`src/rtl/sar_search.sv`:
```
// Successive-approximation search: recovers an unknown value by probing an external
// magnitude comparator one bit at a time, MSB first. Optional SAR_EARLY_EXIT_EN ends on an exact match.
module sar_search #(
    parameter int WIDTH = 4
) (
    input  logic             clk,
    input  logic             rst_n,
    input  logic             start,
    output logic [WIDTH-1:0] trial,
    input  logic             cmp_gt,
    input  logic             cmp_eq,
    input  logic             cmp_lt,
    output logic             busy,
    output logic             done,
    output logic [WIDTH-1:0] result,
    output logic             cmp_err
);

    localparam int IW = (WIDTH > 2) ? $clog2(WIDTH) : 1;

    typedef enum logic {
        IDLE,
        TRY
    } state_t;

    state_t           state;
    logic [IW-1:0]    bit_idx;

    logic [WIDTH-1:0] cur_mask;
    logic [WIDTH-1:0] decided;
    logic [WIDTH-1:0] next_trial;
    logic [WIDTH-1:0] final_val;
    logic             one_hot;
    logic             keep;
    logic             finish;

    // A malformed comparator code is treated as "a < trial", so the probed bit is dropped.
    always_comb begin
        cur_mask   = WIDTH'(1) << bit_idx;
        one_hot    = (cmp_gt ^ cmp_eq ^ cmp_lt) & ~(cmp_gt & cmp_eq & cmp_lt);
        keep       = one_hot & (cmp_gt | cmp_eq);
        decided    = keep ? trial : (trial & ~cur_mask);
        next_trial = decided | (cur_mask >> 1);
        finish     = (bit_idx == '0);
        final_val  = decided;
`ifdef SAR_EARLY_EXIT_EN
        if (one_hot && cmp_eq) begin
            finish    = 1'b1;
            final_val = trial;
        end
`endif
    end

    always_ff @(posedge clk or negedge rst_n) begin
        if (!rst_n) begin
            state   <= IDLE;
            trial   <= '0;
            result  <= '0;
            busy    <= 1'b0;
            done    <= 1'b0;
            cmp_err <= 1'b0;
            bit_idx <= '0;
        end else begin
            done <= 1'b0;
            case (state)
                IDLE: begin
                    if (start) begin
                        state   <= TRY;
                        trial   <= {1'b1, {(WIDTH-1){1'b0}}};
                        bit_idx <= IW'(WIDTH - 1);
                        busy    <= 1'b1;
                        cmp_err <= 1'b0;
                    end
                end
                TRY: begin
                    if (!one_hot) begin
                        cmp_err <= 1'b1;
                    end
                    if (finish) begin
                        state   <= IDLE;
                        result  <= final_val;
                        done    <= 1'b1;
                        busy    <= 1'b0;
                        trial   <= '0;
                        bit_idx <= '0;
                    end else begin
                        trial   <= next_trial;
                        bit_idx <= bit_idx - 1'b1;
                    end
                end
                default: state <= IDLE;
            endcase
        end
    end

endmodule

```
`config.mk`:
```
export PLATFORM = sky130hd
export DESIGN_NAME = sar_search
export DESIGN_NICKNAME = d
export VERILOG_FILES = /design/src/rtl/sar_search.sv
export SDC_FILE = /design/constraint.sdc
export NUM_CORES = 1
export LEC_CHECK = 0
export BUFFER_PORTS_ARGS = -buffer_cell sky130_fd_sc_hd__buf_2
export CAP_MARGIN = 30
export CORE_AREA = 2 2 39 41
export DETAILED_ROUTE_END_ITERATION = 8
export DIE_AREA = 0 0 41 43
export GPL_ROUTABILITY_DRIVEN = 1
export PLACE_DENSITY = 0.77
export REMOVE_ABC_BUFFERS = 1
export SLEW_MARGIN = 15
export SYNTH_ARGS = -nofsm -noshare
export SYNTH_HDL_FRONTEND = slang
export SYNTH_SLANG_ARGS = --single-unit
```
`constraint.sdc`:
```
create_clock -name clk -period 2.3 [get_ports clk]
set_input_delay 0.23 -clock clk [delete_from_list [all_inputs] [get_ports clk]]
set_output_delay 0.23 -clock clk [all_outputs]
set_load 0.02 [all_outputs]
```
==> results of run 1 <==
## worst paths after layout
path | from | endpoint | slack [ns] | cells after the start
min in group asynchronous | rst_n | done | 0.37 | 2
setup / recovery | state | result[3] | 0.76 | 2
max in group asynchronous | rst_n | trial[3] | 1.70 | 2
setup reg to reg | state | result[3] | 0.76 | 2
hold / removal | start | trial[0] | 0.21 | 2
hold reg to reg | result[3] | result[3] | 0.51 | 1
## flip-flops by register name (all words and copies together) (netlist names)
signal,flops
cmp_err,1
trial,4
result,4
busy,1
bit_idx,2
done,1
state,1
## cell usage after synthesis
| cell | n |
|---|---|
| buf_6 | 1 |
| o21bai_1 | 3 |
| nand3_1 | 2 |
| and2_1 | 1 |
| o22ai_1 | 1 |
| nand2_1 | 4 |
| nor2b_1 | 4 |
| o21ai_0 | 2 |
| nand2b_1 | 2 |
| mux2_4 | 3 |
| buf_4 | 1 |
| buf_2 | 1 |
| a41oi_1 | 1 |
| o21ai_1 | 2 |
| mux2_2 | 1 |
| o21a_1 | 1 |
| o211ai_1 | 1 |
| nor2_1 | 7 |
| nor3b_4 | 1 |
| nor3b_1 | 2 |
| a31oi_1 | 1 |
| dfrtp_1 | 14 |
| ha_1 | 2 |
| inv_1 | 3 |
## routing by layer
metal / global-route usage / up-vias / routed length [µm]
li1: - / 242 / -
met3: 0.0314 / 4 / 55
met1: 0.214 / 223 / 566
met4: 0.100 / 0 / 31
met5: 0 / - / 0
met2: 0.238 / 16 / 526
## layout make-up
| type | count | area [µm²] | share of cell area |
|---|---|---|---|
| timing repair buffer | 17 | 90.1 | 0.113 |
| sequential | 14 | 350 | 0.440 |
| clock buffer | 4 | 36.3 | 0.0455 |
| multi-input combinational | 41 | 289 | 0.363 |
| tap | 16 | 20.0 | 0.0251 |
| inverter | 3 | 11.3 | 0.0141 |
## worst register-to-register path, stage by stage (launching register included)
cell,delay (ns)
dfrtp_1,0.58
nor3b_4,0.51
mux2_4,0.34
## kinds of logic (layout without fill, tap and decap cells)
kind of cell / count (synthesis) / count (layout)
mux: 4 / 4
fa+ha+maj: 2 / 2
flops: 14 / 14
simple gates: 23 / 23
buf+inv: 6 / 24
compound gates: 12 / 12
## report_power, final
| part | switching (mW) | internal [mW] | total, mW |
|---|---|---|---|
| logic | 0.248 | 0.221 | 0.469 |
| registers | 0.128 | 0.354 | 0.482 |
| clock network | 0.0795 | 0.0963 | 0.176 |
## stage by stage
stage          utilization  hold slack [ns]  instances  power [mW]  area, µm²
2_1_floorplan            -          -0.0656         58       0.805        651
3_3_place_gp         0.542            0.136         90       0.944        751
3_5_place_dp         0.542            0.138         90       0.956        751
4_1_cts              0.576            0.209         95        1.13        797
5_1_grt              0.576            0.213         95        1.21        797
6_report             0.576            0.208         95        1.13        797
==> flow_summary.ini, run 1 <==
[run_status]
status = complete, no violations

[clock_network]
ctsHoldBuffers = 1
root_buffer = clkbuf_4
clock_sinks = 14
tritoncts = built
htree_levels = 1
clk_path_buf_depth = 2
clkTransAtPathRegs_ns = 0.09
cts_made_buffers = 3
clk_latency_ns = 0.28
post_cts_buffers = 0
cts_resized = 0

[timing]
setup_viol = 0
setup_ws_ns = 0.762
hold_viol_final = 0
fmax_ghz = 0.650
slew_viol_final = 0
fin_crit_sh = 0.669
setup_tns_ns = 0
tightest_slew_ns = 0.465
slew_headroom = 0.690
rsz0062_at_grt = false
layout_min_cycle_time_ns = 1.54
skew_ns = 0.00426

[synth]
synth_top_area_frac = 0.519
synth_top_family_by_area = simple AND/OR/NAND/NOR gates
syn_area_um2 = 674
ys_warn_count = 0
synth_adder_area_share = 0.0371
ys_top_cells_by_area = dfrtp_1 52%, mux2_4 6.7%, nor2_1 3.9%, ha_1 3.7%, nor2b_1 3.7%
synth_cell_types = 24
synth_compound_gate_area_share = 0.117
synth_xor_xnor_area_share = 0
yosysTopAreaCell = dfrtp_1
syn-instance-count = 61
synth_mux_area_frac = 0.0835
syn_avg_cell_area_um2 = 11.1
synth_simple_gate_area_frac = 0.191
synth-seq-cells = 14
yosysSeqAreaShare = 0.519

[floorplanning]
io_pins = 17
dieArea_mm2 = 0.00176
start_util = 0.487
die_y_um = 43
core-area_mm2 = 0.00138
die_w_um = 41
core.rowCount = 14

[power_and_ir_drop]
vdd_drop_max_uv = 564
leakage_nw = 0.394
power.density_mw_per_mm2 = 1410

[route]
ant_nets = 0
wire_per_inst_um = 12.4
route.vias.total = 485
first_pass_iters = 4
drt-initial-drc-count = 6
routed_wl_um = 1180
routed_via_density = 5.11
drc = 0

[global_routing]
grt_max_degree = 15
antenna_found_initial = 0
grt_use_total = 0.164
grt_pass1_vias = 440
grt_pass1_wl_um = 1930
grt_remaining_overflow = 0

[job]
max-cap-violations = 0

[min_path]
holdCritPathClass = in2reg

[placed_design]
gp_congestion = 0.779
numPortBuffers = 16
dp_slack_ns = 0.777
dpl.hpwl_um = 833

[worst_setup_path]
crit_path_max_incr_delay_ns = 0.58
setup.worst_path.start_class = register
crit_family = flip-flops
slowest_stage = dfrtp_1
path_cells = nor3b_4 -> mux2_4
critPathKind = reg2reg
worst-path-buf-inv = 0
end_kind = register
critPathMaxFanout = 14
cp.arrival_ns = 1.70
cp.required_ns = 2.47

[final_layout]
layout_common_cells = 16 x buf_2, 14 x dfrtp_1, 7 x nor2_1
fillers = 131
fin_nets = 88
syn_to_final_growth_pct = 18.2
layout_commonest_cell = buf_2
drive_above_1_share = 0.316
antennaDiodeCount = 0
Note: power is estimated with default switching activity, not from simulation.
==> run 2, diff against run 1 <==
--- a/config.mk
+++ b/config.mk
@@ -7,11 +7,11 @@
 export LEC_CHECK = 0
 export BUFFER_PORTS_ARGS = -buffer_cell sky130_fd_sc_hd__buf_2
 export CAP_MARGIN = 30
-export CORE_AREA = 2 2 39 41
+export CORE_MARGIN = 1
+export CORE_UTILIZATION = 44
 export DETAILED_ROUTE_END_ITERATION = 8
-export DIE_AREA = 0 0 41 43
 export GPL_ROUTABILITY_DRIVEN = 1
-export PLACE_DENSITY = 0.77
+export PLACE_DENSITY = 0.71
 export REMOVE_ABC_BUFFERS = 1
 export SLEW_MARGIN = 15
 export SYNTH_ARGS = -nofsm -noshare
==> constraint.sdc (replaced) <==
create_clock -name clk -period 1.4 [get_ports clk]
set_input_delay 0.14 -clock clk [delete_from_list [all_inputs] [get_ports clk]]
set_output_delay 0.14 -clock clk [all_outputs]
set_load 0.02 [all_outputs]
==> run 2 against run 1 <==
Effect of this change:
- clock-buffer cell count decreased by 1
- highest routed layer is now met3
- cell count increased by 3.2%
- final area increased by 2.8%
- maximum frequency increased by 28%
- via count increased by 5.4%
- non-clock buffer count increased by 5
==> flow_summary.ini, run 2 (same netlist as run 1, synthesis figures left out) <==
[clock_network]
clock_sinks = 14
root_buffer = clkbuf_4
clk_latency_ns = 0.27
cts_made_buffers = 3
clkTransAtPathRegs_ns = 0.08
tritoncts = built
cts_resized = 0
clk_path_buf_depth = 2
htree_levels = 1
post_cts_buffers = 0
ctsHoldBuffers = 1

[timing]
slew_headroom = 0.793
setup_viol = 0
layout_min_cycle_time_ns = 1.20
skew_ns = 0.00346
hold_viol_final = 0
rsz0062_at_grt = false
slew_viol_final = 0
fmax_ghz = 0.835
setup_tns_ns = 0
fin_crit_sh = 0.855
tightest_slew_ns = 0.310

[final_layout]
drive_above_1_share = 0.349
syn_to_final_growth_pct = 21.5
final_cells = 98
fillers = 124
antennaDiodeCount = 0
layout_commonest_cell = buf_2
fin_nets = 93
reg.largest.list = result: 4 flops, trial: 4 flops, bit_idx: 2 flops
layout_common_cells = 16 x buf_2, 14 x dfrtp_1, 7 x nor2_1

[placed_design]
gp_congestion = 0.754
numPortBuffers = 16
place_inst = 94
dpl.hpwl_um = 925

[worst_setup_path]
cp.required_ns = 1.56
r2r_slack_ns = 0.20
regToRegEndpoint = result[2]
critPathKind = reg2reg
ff2ff_path_depth = 3
critical_path.startpoint = bit_idx[1]
crit_end = result[2]
cp.arrival_ns = 1.35
r2r_start = bit_idx[1]
critPathMaxFanout = 4
end_kind = register
setup.worst_path.start_class = register

[power_and_ir_drop]
leakage_nw = 0.412
vdd_drop_max_uv = 980
power.density_mw_per_mm2 = 2310
fin_total_pwr_mw = 1.89

[global_routing]
grt_pass1_vias = 434
grt_use_total = 0.171
grt_max_degree = 15
antenna_found_initial = 0
grt_pass1_wl_um = 1850
grt_remaining_overflow = 0

[route]
drt-initial-drc-count = 4
routed_wl_um = 1230
drc = 0
wire_per_inst_um = 12.5
routed_via_density = 5.21
first_pass_iters = 4
route.vias.total = 511
ant_nets = 0

[min_path]
holdCritPathClass = in2reg
whs_path_depth = 2

[job]
max-cap-violations = 0

[floorplanning]
start_util = 0.494
core.rowCount = 13
dieArea_mm2 = 0.00169
io_pins = 17
core-area_mm2 = 0.00137
die_w_um = 41.2
die_y_um = 41.2

[run_status]
status = complete, no violations
## run 2: worst max-delay path: stages (launching register included)
cell	delay, ns
dfrtp_1	0.41
nor3b_4	0.21
buf_4	0.17
mux2_4	0.30
## run 2: power by group
group	switching [mW]	internal, mW	total, mW
clock	0.119	0.0994	0.218
combinational	0.512	0.453	0.965
sequential	0.125	0.583	0.708
## run 2: worst min-delay path by stage
stage | startpoint | to
global placement | rst_n | trial[1]
global route | start | trial[0]
detailed placement | rst_n | result[2]
CTS | start | trial[0]
floorplan | rst_n | bit_idx[0]
finish | start | trial[0]
## run 2: metrics by stage
stage / util / area (µm²) / setup WS, ns / hold slack (ns)
after floorplan: - / 651 / 0.0590 / -0.156
after global placement: 0.576 / 787 / 0.129 / 0.0503
after detailed placement: 0.576 / 787 / 0.106 / 0.0448
after CTS: 0.600 / 820 / 0.195 / 0.117
after global routing: 0.600 / 820 / 0.182 / 0.132
final: 0.600 / 820 / 0.203 / 0.117
## run 2: final cells by class
cell class	instances	area (µm²)	share of cell area
tap	15	18.8	0.0229
multi-input combinational	41	289	0.353
clock buffer	3	22.5	0.0275
timing repair buffer	22	128	0.156
inverter	3	11.3	0.0137
sequential	14	350	0.427
## run 2: per-layer routing
metal  GRT usage  share of wire  up-vias  wire length (µm)
met5           0              0        -                 0
met4      0.0484              0        0                 0
li1            -              -      256                 -
met1       0.223           0.47      240               582
met2       0.273           0.49       15               601
met3      0.0489          0.035        0                43
==> run 3, diff against run 2 <==
==> constraint.sdc (replaced) <==
create_clock -name clk -period 1.4 [get_ports clk]
set_input_delay 0.28 -clock clk [delete_from_list [all_inputs] [get_ports clk]]
set_output_delay 0.28 -clock clk [all_outputs]
set_load 0.02 [all_outputs]
==> run 3 against run 2 <==
Effect of this change:
- sequential power hardly changed
- power is 0.29% lower
- sequential share of layout area stayed put
- non-clock buffer count stayed put
- critical path depth stayed put
- clock-buffer cell count stayed put
- clock skew is 0.0022 ns higher
- first-iteration DRC count is 50% higher
- maximum frequency is 0.25% lower
- clock power is 2% lower
- critical path type unchanged
- largest power group unchanged
- highest routed layer is now met4
==> flow_summary.ini, run 3 (same netlist as run 1, synthesis figures left out) <==
[final_layout]
layout_common_cells = 16 x buf_2, 14 x dfrtp_1, 7 x nor2_1
reg.largest.list = result: 4 flops, trial: 4 flops, bit_idx: 2 flops
layout_commonest_cell = buf_2
drive_above_1_share = 0.349
fin_nets = 93
final_util = 0.600
syn_to_final_growth_pct = 21.5
antennaDiodeCount = 0
final_cells = 98

[worst_setup_path]
cp.arrival_ns = 1.35
end_kind = register
setup.worst_path.start_class = register
path_cells = nor3b_4 -> buf_4 -> mux2_4
critPathKind = reg2reg
cp.required_ns = 1.55
critPathMaxFanout = 4
crit_path_max_incr_delay_ns = 0.41
slowest_stage = dfrtp_1

[global_routing]
grt_remaining_overflow = 0
grt_max_degree = 15
grt_use_total = 0.170
grt_pass1_wl_um = 1820
antenna_found_initial = 0
grt_pass1_vias = 418

[floorplanning]
die_w_um = 41.2
start_util = 0.494
core-area_mm2 = 0.00137
io_pins = 17
core.rowCount = 13
dieArea_mm2 = 0.00169
die_y_um = 41.2

[placed_design]
gp_congestion = 0.754
dpl.hpwl_um = 930
place_inst = 94
numPortBuffers = 16

[clock_network]
clock_sinks = 14
clkTransAtPathRegs_ns = 0.08
root_buffer = clkbuf_4
cts_resized = 0
clk_path_buf_depth = 2
htree_levels = 1
post_cts_buffers = 0
cts_made_buffers = 3
tritoncts = built
ctsHoldBuffers = 1
clk_latency_ns = 0.27

[timing]
fin_crit_sh = 0.857
slew_headroom = 0.793
setup_viol = 0
skew_ns = 0.00562
hold_viol_final = 0
layout_min_cycle_time_ns = 1.20
tightest_slew_ns = 0.310
slew_viol_final = 0
fmax_ghz = 0.833
hold_slack_ns = 0.269
setup_tns_ns = 0
rsz0062_at_grt = false

[route]
first_pass_iters = 4
wire_per_inst_um = 12.5
drc = 0
ant_nets = 0
drt-initial-drc-count = 6
routed_via_density = 5.26
route.vias.total = 515
routed_wl_um = 1220

[min_path]
holdCritPathClass = in2reg

[power_and_ir_drop]
vdd_drop_max_uv = 1070
leakage_nw = 0.412
power.density_mw_per_mm2 = 2300

[job]
max-cap-violations = 0

[run_status]
status = complete, no violations
[run 3: cell counts in the layout (fill, tap and decap cells not counted)]
Identical to the previous run, type by type.
[run 3: stage by stage]
stage               setup slack (ns)  area (µm²)  power (mW)
global placement             -0.0105         787        1.66
detailed placement           -0.0363         787        1.69
global route                   0.136         820        2.03
finish                         0.200         820        1.89
CTS                            0.191         820        1.91
floorplan                     0.0590         651        1.32
[run 3: worst paths after layout]
kind	from	endpoint	slack, ns	cells past startpoint
max	bit_idx[1]	result[2]	0.20	3
max in group asynchronous	rst_n	cmp_err	0.73	2
min reg2reg	busy	busy	0.50	2
min in group asynchronous	rst_n	trial[2]	0.44	2
max reg2reg	bit_idx[1]	result[2]	0.20	3
min	start	trial[0]	0.27	2
[run 3: report_power, final]
group / internal [mW] / leakage [nW] / total, mW / switching [mW]
Sequential: 0.583 / 0.178 / 0.710 / 0.127
Clock: 0.0992 / 0.0138 / 0.213 / 0.114
Combinational: 0.453 / 0.220 / 0.962 / 0.509
[run 3: critical path, delay by kind of cell (launching register included)]
family | cells | cell delay (ns)
DFF | 1 | 0.41
muxes | 1 | 0.30
and+or+nand+nor | 1 | 0.21
buffers and inverters | 1 | 0.17
[run 3: area by class of cell]
class                   instances  area (µm²)
fillers                       128         547
flip-flops and latches         14         350
multi-input cells              41         289
repair buffers                 22         128
clock buffers                   3        22.5
well taps                      15        18.8
inverters                       3        11.3
[run 3: metal layers]
layer	track usage	routed length, µm	share of wire	vias up
li1	-	-	-	254
met1	0.219	576	0.47	244
met2	0.273	579	0.47	15
met3	0.0489	44	0.036	2
met4	0.0484	20	0.016	0
met5	0	0	0	-
